==> config.mk <==
export PLATFORM = sky130hd
export DESIGN_NAME = ser_8b10b_tx
export DESIGN_NICKNAME = d
export VERILOG_FILES = /design/src/rtl/ser_8b10b_tx.sv
export SDC_FILE = /design/constraint.sdc
export NUM_CORES = 1
export LEC_CHECK = 0
export ABC_CLOCK_PERIOD_IN_PS = 22300
export BUFFER_PORTS_ARGS = -buffer_cell sky130_fd_sc_hd__buf_2
export CORE_ASPECT_RATIO = 1.1
export CORE_MARGIN = 4
export CORE_UTILIZATION = 30
export CTS_BUF_LIST = sky130_fd_sc_hd__clkbuf_4
export CTS_CLUSTER_SIZE = 28
export DETAILED_ROUTE_END_ITERATION = 7
export HOLD_SLACK_MARGIN = 0.12
export PLACE_DENSITY = 0.56
export SLEW_MARGIN = 5
export SYNTH_ARGS = -nofsm -noshare
export SYNTH_HDL_FRONTEND = slang
export SYNTH_SLANG_ARGS = --single-unit
==> constraint.sdc <==
create_clock -name clk -period 22.3 [get_ports clk]
set_input_delay 1.115 -clock clk [delete_from_list [all_inputs] [get_ports clk]]
set_output_delay 1.115 -clock clk [all_outputs]
set_load 0.05 [all_outputs]
==> src/rtl/ser_8b10b_tx.sv <==
// ---------------------------------------------------------------------------
// ser_8b10b_tx
//
// 8b/10b encoder and serializer. A byte (data or K character) is accepted
// on a valid/ready handshake once per 10-bit symbol. It is encoded with
// running disparity using the IEEE 802.3 clause 36 tables. The symbol is then
// shifted out one bit per clock, bit 'a' first. If no word is offered at a
// symbol boundary, IDLE_K (K28.5 by default) is sent as fill, so the link
// never idles.
//
// Parameters:
//   IDLE_K     fill control character (must be a valid K code)
//   SYM_W      symbol width, fixed at 10 (only sizes the bit counter)
//
// Ports:
//   clk        transmit bit clock, rising edge
//   rst_n      asynchronous active-low reset
//   in_8b      data byte HGFEDCBA
//   in_k       1 = in_8b is a control character
//   in_valid   word offered
//   in_ready   word accepted when in_valid & in_ready (1 cycle in 10)
//   ser_out    serial line, bit 'a' of each symbol first
//   sym_start  high while ser_out carries bit 'a'
//   rd_out     running disparity after the current symbol (0 = RD-, 1 = RD+)
//   code_err   pulse with sym_start when an invalid K code was accepted
//
// Optional feature, enabled by defining SER_PRBS7_EN:
//   prbs_mode  1 = ser_out carries raw PRBS7 (x^7 + x^6 + 1) and bypasses
//              the encoder. While it is set, no word is accepted, sym_start
//              stays low and running disparity is frozen. Normal symbols
//              resume at the next symbol boundary.
// ---------------------------------------------------------------------------
module ser_8b10b_tx #(
    parameter logic [7:0]  IDLE_K = 8'hBC,
    parameter int unsigned SYM_W  = 10
) (
    input  logic       clk,
    input  logic       rst_n,
    input  logic [7:0] in_8b,
    input  logic       in_k,
    input  logic       in_valid,
`ifdef SER_PRBS7_EN
    input  logic       prbs_mode,
`endif
    output logic       in_ready,
    output logic       ser_out,
    output logic       sym_start,
    output logic       rd_out,
    output logic       code_err
);

    localparam int unsigned     CntW    = $clog2(SYM_W);
    localparam logic [CntW-1:0] LastBit = CntW'(SYM_W - 1);

    // ------------------------------------------------------------------
    // Code tables. Each table holds the RD- form and is written MSB-first
    // as abcdei / fghj. The RD+ form is the complement where applicable.
    // ------------------------------------------------------------------
    function automatic logic [5:0] enc6(input logic [4:0] x);
        logic [5:0] c;
        case (x)
            5'd0:  c = 6'b100111;
            5'd1:  c = 6'b011101;
            5'd2:  c = 6'b101101;
            5'd3:  c = 6'b110001;
            5'd4:  c = 6'b110101;
            5'd5:  c = 6'b101001;
            5'd6:  c = 6'b011001;
            5'd7:  c = 6'b111000;
            5'd8:  c = 6'b111001;
            5'd9:  c = 6'b100101;
            5'd10: c = 6'b010101;
            5'd11: c = 6'b110100;
            5'd12: c = 6'b001101;
            5'd13: c = 6'b101100;
            5'd14: c = 6'b011100;
            5'd15: c = 6'b010111;
            5'd16: c = 6'b011011;
            5'd17: c = 6'b100011;
            5'd18: c = 6'b010011;
            5'd19: c = 6'b110010;
            5'd20: c = 6'b001011;
            5'd21: c = 6'b101010;
            5'd22: c = 6'b011010;
            5'd23: c = 6'b111010;
            5'd24: c = 6'b110011;
            5'd25: c = 6'b100110;
            5'd26: c = 6'b010110;
            5'd27: c = 6'b110110;
            5'd28: c = 6'b001110;
            5'd29: c = 6'b101110;
            5'd30: c = 6'b011110;
            default: c = 6'b101011; // D.31
        endcase
        return c;
    endfunction

    function automatic logic [3:0] enc4_d(input logic [2:0] y);
        logic [3:0] c;
        case (y)
            3'd0: c = 4'b1011;
            3'd1: c = 4'b1001;
            3'd2: c = 4'b0101;
            3'd3: c = 4'b1100;
            3'd4: c = 4'b1101;
            3'd5: c = 4'b1010;
            3'd6: c = 4'b0110;
            default: c = 4'b1110; // D.x.P7
        endcase
        return c;
    endfunction

    // K sub-blocks are always complemented under RD+, including the
    // balanced ones, so that commas keep their pattern.
    function automatic logic [3:0] enc4_k(input logic [2:0] y);
        logic [3:0] c;
        case (y)
            3'd0: c = 4'b1011;
            3'd1: c = 4'b0110;
            3'd2: c = 4'b1010;
            3'd3: c = 4'b1100;
            3'd4: c = 4'b1101;
            3'd5: c = 4'b0101;
            3'd6: c = 4'b1001;
            default: c = 4'b0111;
        endcase
        return c;
    endfunction

    // K28.0-K28.7 and K23.7, K27.7, K29.7, K30.7.
    function automatic logic k_is_valid(input logic [7:0] b);
        logic [4:0] x;
        x = b[4:0];
        return (x == 5'd28) ||
               ((b[7:5] == 3'd7) &&
                ((x == 5'd23) || (x == 5'd27) || (x == 5'd29) || (x == 5'd30)));
    endfunction

    // ------------------------------------------------------------------
    // State
    // ------------------------------------------------------------------
    logic [CntW-1:0] bit_cnt_q, bit_cnt_d;
    logic [8:0]      shift_q, shift_d;
    logic            ser_q, ser_d;
    logic            start_q, start_d;
    logic            rd_q, rd_d;
    logic            err_q, err_d;
`ifdef SER_PRBS7_EN
    logic [6:0]      prbs_q, prbs_d;
    logic            prbs_fb;
`endif

    logic boundary;
    assign boundary = (bit_cnt_q == LastBit);

`ifdef SER_PRBS7_EN
    assign in_ready = rst_n & boundary & ~prbs_mode;
`else
    assign in_ready = rst_n & boundary;
`endif

    // ------------------------------------------------------------------
    // Symbol source selection and encoding
    // ------------------------------------------------------------------
    logic       accept;
    logic       src_k;
    logic [7:0] src_byte;
    logic       bad_k;
    logic [4:0] x5;
    logic [2:0] y3;
    logic [5:0] c6;
    logic [3:0] c4;
    logic       unbal6, unbal4;
    logic       rd6;
    logic       alt7;
    logic       rd_sym;
    logic [9:0] sym_msb;  // abcdeifghj, 'a' in bit 9
    logic [9:0] sym;      // transmit order, 'a' in bit 0

    always_comb begin
        accept   = in_valid & in_ready;
        src_k    = 1'b1;
        src_byte = IDLE_K;
        bad_k    = 1'b0;
        if (accept) begin
            src_k    = in_k;
            src_byte = in_8b;
            bad_k    = in_k & ~k_is_valid(in_8b);
        end
        // An invalid K is still consumed; K28.5 goes out in its place.
        if (bad_k) begin
            src_byte = 8'hBC;
        end
        x5 = src_byte[4:0];
        y3 = src_byte[7:5];

        // 5b/6b. D.07 is balanced but still has distinct RD-/RD+ forms.
        c6     = (src_k && (x5 == 5'd28)) ? 6'b001111 : enc6(x5);
        unbal6 = ($countones(c6) != 3);
        if (rd_q && (unbal6 || (!src_k && (x5 == 5'd7)))) begin
            c6 = ~c6;
        end
        rd6 = rd_q ^ unbal6;

        // 3b/4b, selected by the disparity left after the 6b sub-block.
        // A7 avoids a run of five equal bits across the sub-block seam.
        alt7 = !src_k && (y3 == 3'd7) &&
               ((!rd6 && ((x5 == 5'd17) || (x5 == 5'd18) || (x5 == 5'd20))) ||
                ( rd6 && ((x5 == 5'd11) || (x5 == 5'd13) || (x5 == 5'd14))));
        if (src_k) begin
            c4 = enc4_k(y3);
        end else if (alt7) begin
            c4 = 4'b0111;
        end else begin
            c4 = enc4_d(y3);
        end
        unbal4 = ($countones(c4) != 2);
        if (rd6 && (src_k || unbal4 || (y3 == 3'd3))) begin
            c4 = ~c4;
        end
        rd_sym = rd6 ^ unbal4;

        sym_msb = {c6, c4};
        for (int i = 0; i < 10; i++) begin
            sym[i] = sym_msb[9-i];
        end
    end

    // ------------------------------------------------------------------
    // Next state
    // ------------------------------------------------------------------
`ifdef SER_PRBS7_EN
    assign prbs_fb = prbs_q[6] ^ prbs_q[5];
`endif

    always_comb begin
        ser_d     = shift_q[0];
        shift_d   = {1'b0, shift_q[8:1]};
        bit_cnt_d = bit_cnt_q + CntW'(1);
        start_d   = 1'b0;
        err_d     = 1'b0;
        rd_d      = rd_q;
`ifdef SER_PRBS7_EN
        prbs_d    = prbs_q;
`endif
        if (boundary) begin
            ser_d     = sym[0];
            shift_d   = sym[9:1];
            bit_cnt_d = '0;
            start_d   = 1'b1;
            err_d     = bad_k;
            rd_d      = rd_sym;
        end
`ifdef SER_PRBS7_EN
        // The shift register is flushed so a mid-symbol exit sends zeros
        // until the next boundary reloads it.
        if (prbs_mode) begin
            ser_d   = prbs_fb;
            prbs_d  = {prbs_q[5:0], prbs_fb};
            shift_d = '0;
            start_d = 1'b0;
            err_d   = 1'b0;
            rd_d    = rd_q;
        end
`endif
    end

    always_ff @(posedge clk or negedge rst_n) begin
        if (!rst_n) begin
            bit_cnt_q <= LastBit;
            shift_q   <= '0;
            ser_q     <= 1'b0;
            start_q   <= 1'b0;
            rd_q      <= 1'b0;
            err_q     <= 1'b0;
`ifdef SER_PRBS7_EN
            prbs_q    <= 7'h7F;
`endif
        end else begin
            bit_cnt_q <= bit_cnt_d;
            shift_q   <= shift_d;
            ser_q     <= ser_d;
            start_q   <= start_d;
            rd_q      <= rd_d;
            err_q     <= err_d;
`ifdef SER_PRBS7_EN
            prbs_q    <= prbs_d;
`endif
        end
    end

    assign ser_out   = ser_q;
    assign sym_start = start_q;
    assign rd_out    = rd_q;
    assign code_err  = err_q;

endmodule

==> metrics.md, run 1 <==
| Metric | Value |
|---|---|
| Outcome | `completed` |
| Drt initial violations | `134` |
| Final setup vio count | `0` |
| Final core utilization | `33.2%` |
| Die extent in y | `95.2 um` |
| Critical path data arrival time | `9470 ps` |
| Category of the worst setup path capture point | `flop` |
| Slowest stage cell, crit path | `fa_1` |
| Number of distinct standard cells referenced by the synthesized netlist | `72` |
| Routed vias/inst | `5.81` |
| DRT antenna net count | `0` |
| Worst R2R Setup Slack | `13170 ps` |
| Share of post-route cells with drive strength above 1 | `15.7%` |
| CTS buffer count | `3` |
| Setup fix buffers added after clock tree synthesis | `0` |
| Worst Max-Slew Pin Slew | `525 ps` |
| CTS root buf | `clkbuf_4` |
| Avg WL per Cell | `15.9 um` |
| Critical Setup Path Class | `primary input to flop` |
| Fill cell count | `681` |
| Overall Global Routing Usage | `13.8%` |
| Initial cell density of the core | `31.2%` |
| Data required, critical path | `22460 ps` |
| Most frequent cell after synthesis | `nand2_1` |
| Critical path fanouts, max | `21` |
| CTS-repair resized insts | `0` |
| Leakage power figure | `0.895 nW` |
| Number of levels in the clock H-tree | `1` |
| Unrepaired setup endpoints after global routing | `false` |
| Dpl hpwl | `4060 um` |
| Final RePlAce weighted congestion | `0.953` |
| Max Freq | `0.107 GHz` |
| Dominant synthesized flop cell | `dfrtp_1` |
| Hold-fix buffers, CTS | `0` |
| VDD IR max | `0.0316 mV` |
| Die boundary width | `87.2 um` |
| Seq/Total Area, Yosys | `20.7%` |
| Number of enable-type register cells in the synthesized netlist | `0` |
| Synthesized-area fraction occupied by and/or/nand/nor cells | `26.3%` |
| Worst relative slew slack | `64.1%` |
| Post-synthesis cell area | `2070 um^2` |
| Initial antenna violation count | `0` |
| DR vias | `1952` |
| Final slew viol count | `0` |
| Flip-flop and latch count after synthesis | `17` |
| Number of diodes added for antenna fixing | `0` |
| Power Dens Cells | `52.2 nW/um^2` |
| Cells after Synth | `251` |
| First-pass GRT wire length | `9400 um` |
| WL final | `5350 um` |
| Num ports | `17` |
| Tightest Hold Check Type | `flop to flop` |
| Multiplexer share of the synthesized area | `2.48%` |
| TritonCTS clock tree | `done` |
| Gr ovfl total | `0` |
| Cell types with the highest counts after synthesis | `nand2_1, nor2_1, dfrtp_1, inv_1, nor3_1` |
| Number of cells on the worst reg-to-reg path | `34` |
| Ratio of final minimum period to clock period | `41.8%` |
| Final hold violation count | `0` |
| Clock Tree Buf Depth | `2` |
| Synth Area per Inst | `8.25 um^2` |
| Post-route minimum period | `9310 ps` |
| Area enclosed by the die boundary | `8300 um^2` |
| Clock transition time at the flip-flop clock pins of the worst setup and hold paths | `100 ps` |
| Nets | `279` |
| Sort of element at the start of the critical path | `primary input` |
| Count of standard-cell rows | `31` |
| Delay of the slowest critical-path stage | `540 ps` |
| Largest area contributor in the netlist | `dfrtp_1` |
| CTS Sinks | `17` |
| Latest clock arrival within the worst-skew pair | `280 ps` |
| Top area cells in the synthesized netlist | `dfrtp_1, ha_1, fa_1` |
| Number of nets produced by synthesis | `275` |
| Main combinational cell family by area after synthesis | `compound AO/OA/AOI/OAI gates` |
| Core Region | `6630 um^2` |
| Total Neg Setup Slack | `0 ps` |
| Max Clock Skew | `8.87 ps` |
| Max-cap viol count | `0` |
| Adder-Cell Fraction of Synth Area | `9.18%` |
| XOR/XNOR Fraction of Synth Area | `3.38%` |
| DRC errors left | `0` |
| Share of the synthesized area in the top cell type | `18.1%` |
| Yosys Warn Count | `0` |
| Share of the synthesized area in compound gates (AO/OA/AOI/OAI) | `30.5%` |
| Vias in the first global route | `1825` |
| First-pass detailed-route iteration total | `4` |
| Maximum number of pins on one net before global-route repair | `29` |
| Depth of the worst hold-timing path | `2` |
| Async set or reset register ratio after synthesis | `100%` |
| Count of buffers inserted at the top-level ports | `16` |
| Synth-to-layout area growth | `6.40%` |
-- worst max-delay path: cells and delay by family --
kind,cells,cell delay (ps)
AO/OA/AOI/OAI,10,2230
AND/OR/NAND/NOR,8,2280
XOR/XNOR,1,340
buffers and inverters,5,750
adder cells (fa/ha/maj),8,2740
-- per-stage QoR --
| stage | setup WS, ps | power (mW) | area, um^2 | std cells | hold WS [ps] |
|---|---|---|---|---|---|
| 2_1_floorplan | 14040 | 0.0855 | 2070 | 251 | 414 |
| 3_5_place_dp | 12720 | 0.0986 | 2170 | 332 | 441 |
| 4_1_cts | 12990 | 0.116 | 2200 | 336 | 466 |
| 3_3_place_gp | 12840 | 0.0979 | 2170 | 332 | 437 |
| 5_1_grt | 12310 | 0.125 | 2200 | 336 | 471 |
| 6_report | 12990 | 0.115 | 2200 | 336 | 457 |
-- registers in the layout, indices dropped and copies added (netlist names) --
signal     flops
sym_start      1
bit_cnt_q      4
code_err       1
rd_out         1
ser_out        1
shift_q        9
-- per-layer routing --
layer | wire length [um] | track usage [%] | share of wire, %
met4 | 102 | 4.86 | 1.9
met5 | 0 | 0 | 0
met1 | 2560 | 21.1 | 48
met2 | 2350 | 20.1 | 44
met3 | 333 | 0.778 | 6.2
-- cell type report --
class | instances | area [um^2] | share of cell area, %
clock buffer | 4 | 30.0 | 1.36
sequential | 17 | 428 | 19.4
multi-input combinational | 199 | 1490 | 67.5
tap | 82 | 103 | 4.65
timing repair buffer | 18 | 95.1 | 4.31
inverter | 16 | 60.1 | 2.72
-- where the power goes --
group / internal [mW] / switching (mW) / leakage, nW / total (mW)
sequential: 0.0338 / 0.00214 / 0.229 / 0.0359
clock: 0.00815 / 0.00870 / 0.0184 / 0.0168
combinational: 0.0233 / 0.0389 / 0.647 / 0.0623
total: 0.0653 / 0.0498 / 0.895 / 0.115
-- cells in the final DEF, fill, tap and decap left out, types with 3 or more instances in the layout --
master	n
o31ai_1	7
and2_1	3
nor4_1	3
nand3_1	9
fa_1	4
buf_2	16
nand2_1	21
a211o_1	3
nor3b_1	4
ha_1	8
dfrtp_1	15
o21ai_0	10
nor3_1	11
a311oi_1	3
nor2b_1	3
xnor2_1	7
nand4_1	7
nor2_1	17
inv_1	15
a221o_1	4
a31oi_1	3
clkbuf_4	4
and3_1	4
mux2i_1	4
o21a_1	3
a21oi_1	8
-- kinds of logic after synthesis --
kind of cell / after synthesis
xor+xnor: 8
simple gates: 98
buf+inv: 35
compound gates: 75
flops: 17
fa+ha+maj: 13
mux: 5
-- final timing paths --
kind                                end         start
setup reg to reg             shift_q[5]  bit_cnt_q[0]
hold / removal               shift_q[1]    shift_q[2]
min in group asynchronous    shift_q[6]         rst_n
hold reg to reg              shift_q[1]    shift_q[2]
max in group asynchronous  bit_cnt_q[3]         rst_n
setup / recovery             shift_q[5]         rst_n
(Power assumes the default switching activity.)
==> run 2, diff against run 1 <==
- ABC_AREA: default -> 1
- ABC_CLOCK_PERIOD_IN_PS: 22300 -> 7890
- PLACE_DENSITY: 0.56 -> 0.57
- clock period: 22.3 -> 7.89 ns (I/O delays scaled with it)
==> run 2 against run 1 <==
  * Clock power rose to 2.7 times the previous value
  * Synthesized cell count rose by 18%
  * Die area fell by 6.8%
  * Total power rose to 2.7 times the previous value
  * Non-clock buffer count rose by 1
  * Wire length fell by 13%
  * Worst hold slack improved by 3.0 ps
  * Setup slack got worse by 12000 ps
  * Sequential power rose to 2.8 times the previous value
  * First-iteration DRC count fell by 24%
  * Largest power group unchanged
  * Highest routed layer unchanged
==> metrics.md, run 2 <==
| Metric | Value |
|---|---|
| Core Region | `6190 um^2` |
| Largest area contributor in the netlist | `dfrtp_1` |
| Cell types with the highest counts after synthesis | `nand2_1, inv_1, nand3_1` |
| Drt initial violations | `102` |
| Power Dens Cells | `147 nW/um^2` |
| Gr ovfl total | `0` |
| Layout Cells excl Fill | `394` |
| Routed vias/inst | `4.75` |
| Number of diodes added for antenna fixing | `0` |
| Global-route met3 utilization | `0.898%` |
| Unrepaired setup endpoints after global routing | `false` |
| Nets | `339` |
| Synth-to-layout area growth | `10.5%` |
| Endpoint with the worst hold slack | `shift_q[7]` |
| Outcome | `completed` |
| Number of nets produced by synthesis | `319` |
| Cells after Synth | `295` |
| Worst R2R Setup Slack | `890 ps` |
| Delay of the slowest critical-path stage | `590 ps` |
| Most common library cell in the layout ignoring fill and taps | `nand2_1` |
| First-pass detailed-route iteration total | `5` |
| Overall Global Routing Usage | `12.3%` |
| Global routing usage on met2 | `19.3%` |
| Crit path top cell by count | `inv_1` |
| DRC errors left | `0` |
| Worst Max-Slew Pin Slew | `290 ps` |
| Number of enable-type register cells in the synthesized netlist | `0` |
| Clock transition time at the flip-flop clock pins of the worst setup and hold paths | `90 ps` |
| Die boundary width | `84.2 um` |
| Most frequent cells in the layout | `nand2_1, inv_1, nand3_1` |
| TritonCTS clock tree | `done` |
| Async set or reset register ratio after synthesis | `100%` |
| Num ports | `17` |
| Top Usage Layer GRT | `met2` |
| Layout Cell Area excl Fill | `2120 um^2` |
| Met1 usage in global routing | `18.3%` |
| Max Freq | `0.143 GHz` |
| Maximum number of pins on one net before global-route repair | `20` |
| Count of standard-cell rows | `30` |
| Initial cell density of the core | `30.9%` |
| Die extent in y | `91.8 um` |
| Seq/Total Area, Yosys | `22.3%` |
| Initial antenna violation count | `0` |
| Latest clock arrival within the worst-skew pair | `280 ps` |
| Critical path data arrival time | `7180 ps` |
| Total Neg Setup Slack | `0 ps` |
| Avg WL per Cell | `11.8 um` |
| Data required, critical path | `8070 ps` |
| Placed cell area | `2080 um^2` |
| Depth of the worst hold-timing path | `2` |
| Max Clock Skew | `0.820 ps` |
| Final slew viol count | `0` |
| Post-route minimum period | `7000 ps` |
| Main combinational cell family by area after synthesis | `simple AND/OR/NAND/NOR gates` |
| CTS-repair resized insts | `0` |
| DRT antenna net count | `0` |
| Most flop-heavy register | `shift_q` |
| Dpl hpwl | `3780 um` |
| Final core utilization | `34.2%` |
| DR vias | `1871` |
| Post-synthesis cell area | `1920 um^2` |
| Critical Setup Path Class | `flop to flop` |
| Final hold violation count | `0` |
| Dominant synthesized flop cell | `dfrtp_1` |
| Reg-to-Reg End | `shift_q[8]` |
| Yosys Warn Count | `0` |
| Vias in the first global route | `1711` |
| Top area cells in the synthesized netlist | `dfrtp_1, nand2_1, nand3_1` |
| Placed insts | `389` |
| Ratio of final minimum period to clock period | `88.7%` |
| Beginning of the worst register-to-register path | `bit_cnt_q[0]` |
| Critical path fanouts, max | `9` |
| Most frequent cell after synthesis | `nand2_1` |
| Final RePlAce weighted congestion | `0.942` |
| Number of distinct standard cells referenced by the synthesized netlist | `39` |
| Synth Area per Inst | `6.50 um^2` |
| Adder-Cell Fraction of Synth Area | `9.40%` |
| Hold path start | `shift_q[8]` |
| XOR/XNOR Fraction of Synth Area | `1.37%` |
| CTS Sinks | `17` |
| Slowest stage cell, crit path | `dfstp_2` |
| CTS buffer count | `3` |
| Share of post-route cells with drive strength above 1 | `15.0%` |
| Tightest Hold Check Type | `flop to flop` |
| Multiplexer share of the synthesized area | `0%` |
| Area enclosed by the die boundary | `7730 um^2` |
| Power after layout | `311 uW` |
| Number of levels in the clock H-tree | `1` |
| Final setup vio count | `0` |
| Count of buffers inserted at the top-level ports | `16` |
| Share of the synthesized area in the top cell type | `19.6%` |
| Category of the worst setup path capture point | `flop` |
| CTS root buf | `clkbuf_4` |
| Synthesized-area fraction occupied by and/or/nand/nor cells | `45.2%` |
| Clock Tree Buf Depth | `2` |
| First-pass GRT wire length | `7940 um` |
| Share of the synthesized area in compound gates (AO/OA/AOI/OAI) | `10.5%` |
| Fill cell count | `688` |
| Largest registers | `shift_q: 9 flops, bit_cnt_q: 4 flops` |
| Worst relative slew slack | `80.6%` |
| Max-cap viol count | `0` |
| VDD IR max | `0.105 mV` |
| WL final | `4640 um` |
| Sort of element at the start of the critical path | `flop` |
| Flip-flop and latch count after synthesis | `17` |
| Number of cells on the worst reg-to-reg path | `36` |
| Flip-flop count of the largest register, all copies and words added | `9` |
| Leakage power figure | `1.16 nW` |
| Setup fix buffers added after clock tree synthesis | `0` |
[run 2: changes by cell type in the layout (fill, tap and decap cells not counted), sizes merged, moves of 9 or more]
cell,delta
nand3,+30
nand2,+68
inv,+27
nor3,-9
nor2,+20
[run 2: power by group]
| part | switching, mW | internal (mW) |
|---|---|---|
| registers | 0.00459 | 0.0954 |
| clock network | 0.0260 | 0.0188 |
| logic | 0.113 | 0.0531 |
| total | 0.144 | 0.167 |
[run 2: stage by stage]
step | hold slack, ps | setup WS (ps)
finish | 460 | 890
global route | 479 | 184
CTS | 467 | 845
detailed placement | 441 | 759
global placement | 437 | 853
floorplan | 98.9 | 1470
[run 2: worst max-delay path by stage]
stage                 startpoint    endpoint  slack, ps
global route        bit_cnt_q[0]  shift_q[8]        180
detailed placement      in_8b[3]  shift_q[8]        760
finish              bit_cnt_q[0]  shift_q[8]        890
floorplan           bit_cnt_q[0]  shift_q[8]       1470
global placement        in_8b[1]  shift_q[8]        850
CTS                 bit_cnt_q[0]  shift_q[8]        850
[run 2: final cells by class]
type                    instances  area [um^2]  share of cell area, %
well taps                      80          100                   4.73
repair buffers                 19          105                   4.96
inverters                      46          184                   8.68
clock buffers                   3         22.5                   1.06
flip-flops and latches         17          428                   20.2
multi-input cells             228         1270                   60.1
clock inverters                 1         5.00                  0.236
[run 2: logic make-up (layout without fill, tap and decap cells)]
group	count (synthesis)	after routing
adder cells (fa/ha/maj)	12	12
XOR/XNOR	3	3
AO/OA/AOI/OAI	31	31
AND/OR/NAND/NOR	182	182
flip-flops	17	17
buffers and inverters	50	69
[run 2: routing by layer]
metal / vias up / wire [um]
met1: 826 / 2290
met5: - / 0
met3: 2 / 238
met2: 49 / 2090
met4: 0 / 22
li1: 994 / -
[run 2: what timing repair did]
action,CTS,global route
hold buffers,1,0
setup endpoints to repair,0,0
hold endpoints to repair,2,0
[run 2: critical path: cells and delay by family, from the launching register on]
family | cells | cell delay (ps)
AO/OA/AOI/OAI | 3 | 640
buffers and inverters | 8 | 710
adder cells (fa/ha/maj) | 8 | 2730
AND/OR/NAND/NOR | 17 | 2240
flip-flops | 1 | 590
==> run 3, diff against run 2 <==
- CORE_ASPECT_RATIO: 1.1 -> 0.7
==> run 3 against run 2 <==
  * Global-route usage grew 0.72 points
  * Setup slack got worse by 47 ps
  * Clock power grew 6.3%
  * Total power up 1.8%
  * Via count up 3.2%
  * Worst hold slack lost 3.8 ps
  * Clock-buffer cell count did not move
  * Combinational power hardly changed
==> metrics.md, run 3 (same netlist as run 2, synthesis figures left out) <==
| Metric | Value |
|---|---|
| Cell Int Power | `168 uW` |
| Critical Setup Path Class | `flop to flop` |
| Hold Worst Slack | `456 ps` |
| Logic gate share of total power | `53.7%` |
| Worst relative slew slack | `79.2%` |
| Number of levels in the clock H-tree | `1` |
| Dpl hpwl | `3970 um` |
| Global-route met3 utilization | `2.31%` |
| Crit path top cell by count | `inv_1` |
| Flip-flop count of the largest register, all copies and words added | `9` |
| Critical path data arrival time | `7250 ps` |
| Vias in the first global route | `1699` |
| DR vias | `1930` |
| Layout Cells excl Fill | `392` |
| Top Usage Layer GRT | `met1` |
| Max Clock Skew | `13.1 ps` |
| Post-route minimum period | `7050 ps` |
| Worst R2R Setup Slack | `840 ps` |
| First-pass GRT wire length | `8270 um` |
| Gr ovfl total | `0` |
| Count of standard-cell rows | `24` |
| Largest registers | `shift_q: 9 flops, bit_cnt_q: 4 flops` |
| Sort of element at the start of the critical path | `flop` |
| DRT antenna net count | `0` |
| Switching part of the total power | `47.1%` |
| Data required, critical path | `8090 ps` |
| Clock Tree Buf Depth | `2` |
| Number of diodes added for antenna fixing | `0` |
| Initial antenna violation count | `0` |
| Share of post-route cells with drive strength above 1 | `15.0%` |
| Most frequent cells in the layout | `nand2_1, inv_1, nand3_1` |
| Die boundary width | `104 um` |
| Placed cell area | `2080 um^2` |
| Power after layout | `317 uW` |
| Total Neg Setup Slack | `0 ps` |
| CTS root buf | `clkbuf_4` |
| Clock network fraction of design power | `15.0%` |
| First-pass detailed-route iteration total | `4` |
| Setup fix buffers added after clock tree synthesis | `0` |
| Final slew viol count | `0` |
| Overall Global Routing Usage | `13.0%` |
| Met1 usage in global routing | `20.2%` |
| Global routing usage on met2 | `19.7%` |
| Die extent in y | `74.9 um` |
| Drt initial violations | `145` |
| Most common library cell in the layout ignoring fill and taps | `nand2_1` |
| Switching pwr | `149 uW` |
| CTS-repair resized insts | `0` |
| Avg WL per Cell | `12.3 um` |
| Core Region | `6220 um^2` |
| DRC errors left | `0` |
| Proportion of power drawn by flip-flops and latches | `31.3%` |
| Tightest Hold Check Type | `flop to flop` |
| Initial cell density of the core | `30.8%` |
| Layout Cell Area excl Fill | `2120 um^2` |
| Nets | `339` |
| Critical path fanouts, max | `9` |
| Routed vias/inst | `4.92` |
| Maximum number of pins on one net before global-route repair | `20` |
| Placed insts | `387` |
| Num ports | `17` |
| Power Dens Cells | `150 nW/um^2` |
| Leakage power figure | `1.16 nW` |
| Outcome | `completed` |
| Synth-to-layout area growth | `10.5%` |
| Beginning of the worst register-to-register path | `bit_cnt_q[0]` |
| CP startpoint | `bit_cnt_q[0]` |
| Clock transition time at the flip-flop clock pins of the worst setup and hold paths | `110 ps` |
| CTS buffer count | `3` |
| CTS Sinks | `17` |
| Most flop-heavy register | `shift_q` |
| Max-cap viol count | `0` |
| Area enclosed by the die boundary | `7750 um^2` |
| VDD IR max | `0.0538 mV` |
| WL final | `4830 um` |
| Category of the worst setup path capture point | `flop` |
| Latest clock arrival within the worst-skew pair | `300 ps` |
| Slowest stage cell, crit path | `dfstp_2` |
| Final setup vio count | `0` |
| Count of buffers inserted at the top-level ports | `16` |
| Unrepaired setup endpoints after global routing | `false` |
| Ratio of final minimum period to clock period | `89.3%` |
| Final hold violation count | `0` |
| Max Freq | `0.142 GHz` |
| TritonCTS clock tree | `done` |
| Worst Max-Slew Pin Slew | `310 ps` |
| Delay of the slowest critical-path stage | `590 ps` |
| Hold path start | `shift_q[1]` |
| Final RePlAce weighted congestion | `0.878` |
-- run 3: changes by cell type in the layout (fill, tap and decap cells not counted) --
cell / previous run / this run
clkinv_2: 2 / 1
clkinvlp_4: 0 / 1
-- run 3: per-layer routing --
| layer | up-vias | wire length (um) |
|---|---|---|
| met1 | 880 | 2560 |
| met4 | 0 | 0 |
| li1 | 996 | - |
| met5 | - | 0 |
| met2 | 54 | 2030 |
| met3 | 0 | 246 |
-- run 3: repair_timing --
action,in CTS,in global routing
hold buffers,1,0
endpoints found under the hold margin,15,0
setup endpoints to repair,0,0
-- run 3: cell type report --
cell class                 count  area [um^2]
clock inverter                 1         7.51
timing repair buffer          19          105
clock buffer                   3         22.5
sequential                    17          428
multi-input combinational    228         1270
inverter                      46          184
tap                           78         97.6
fill                         682         4100
-- run 3: path summary, 6_finish.rpt --
check / cells past startpoint / to
worst max-delay path: 36 / shift_q[8]
worst min-delay path: 2 / shift_q[0]
worst max register to register: 36 / shift_q[8]
worst min register to register: 2 / shift_q[0]
max in group asynchronous: 3 / bit_cnt_q[3]
min in group asynchronous: 3 / rd_out
-- run 3: through the flow --
stage	setup WS [ps]	util, %
after global placement	873	33.4
after detailed placement	700	33.4
after floorplan	1470	-
after CTS	812	34.1
after global routing	212	34.1
final	843	34.1
-- run 3: power by group through the flow --
stage | combinational (mW) | clock [mW] | sequential [mW]
floorplan | 0.113 | 0 | 0.119
global placement | 0.167 | 0 | 0.101
detailed placement | 0.170 | 0 | 0.101
CTS | 0.171 | 0.0510 | 0.0996
global route | 0.197 | 0.0557 | 0.100
finish | 0.170 | 0.0476 | 0.0993
-- run 3: worst max-delay path, delay by kind of cell, from the launching register on --
| kind | cells | cell delay, ps |
|---|---|---|
| flops | 1 | 590 |
| compound gates | 3 | 670 |
| buf+inv | 8 | 710 |
| simple gates | 17 | 2240 |
| fa+ha+maj | 8 | 2730 |
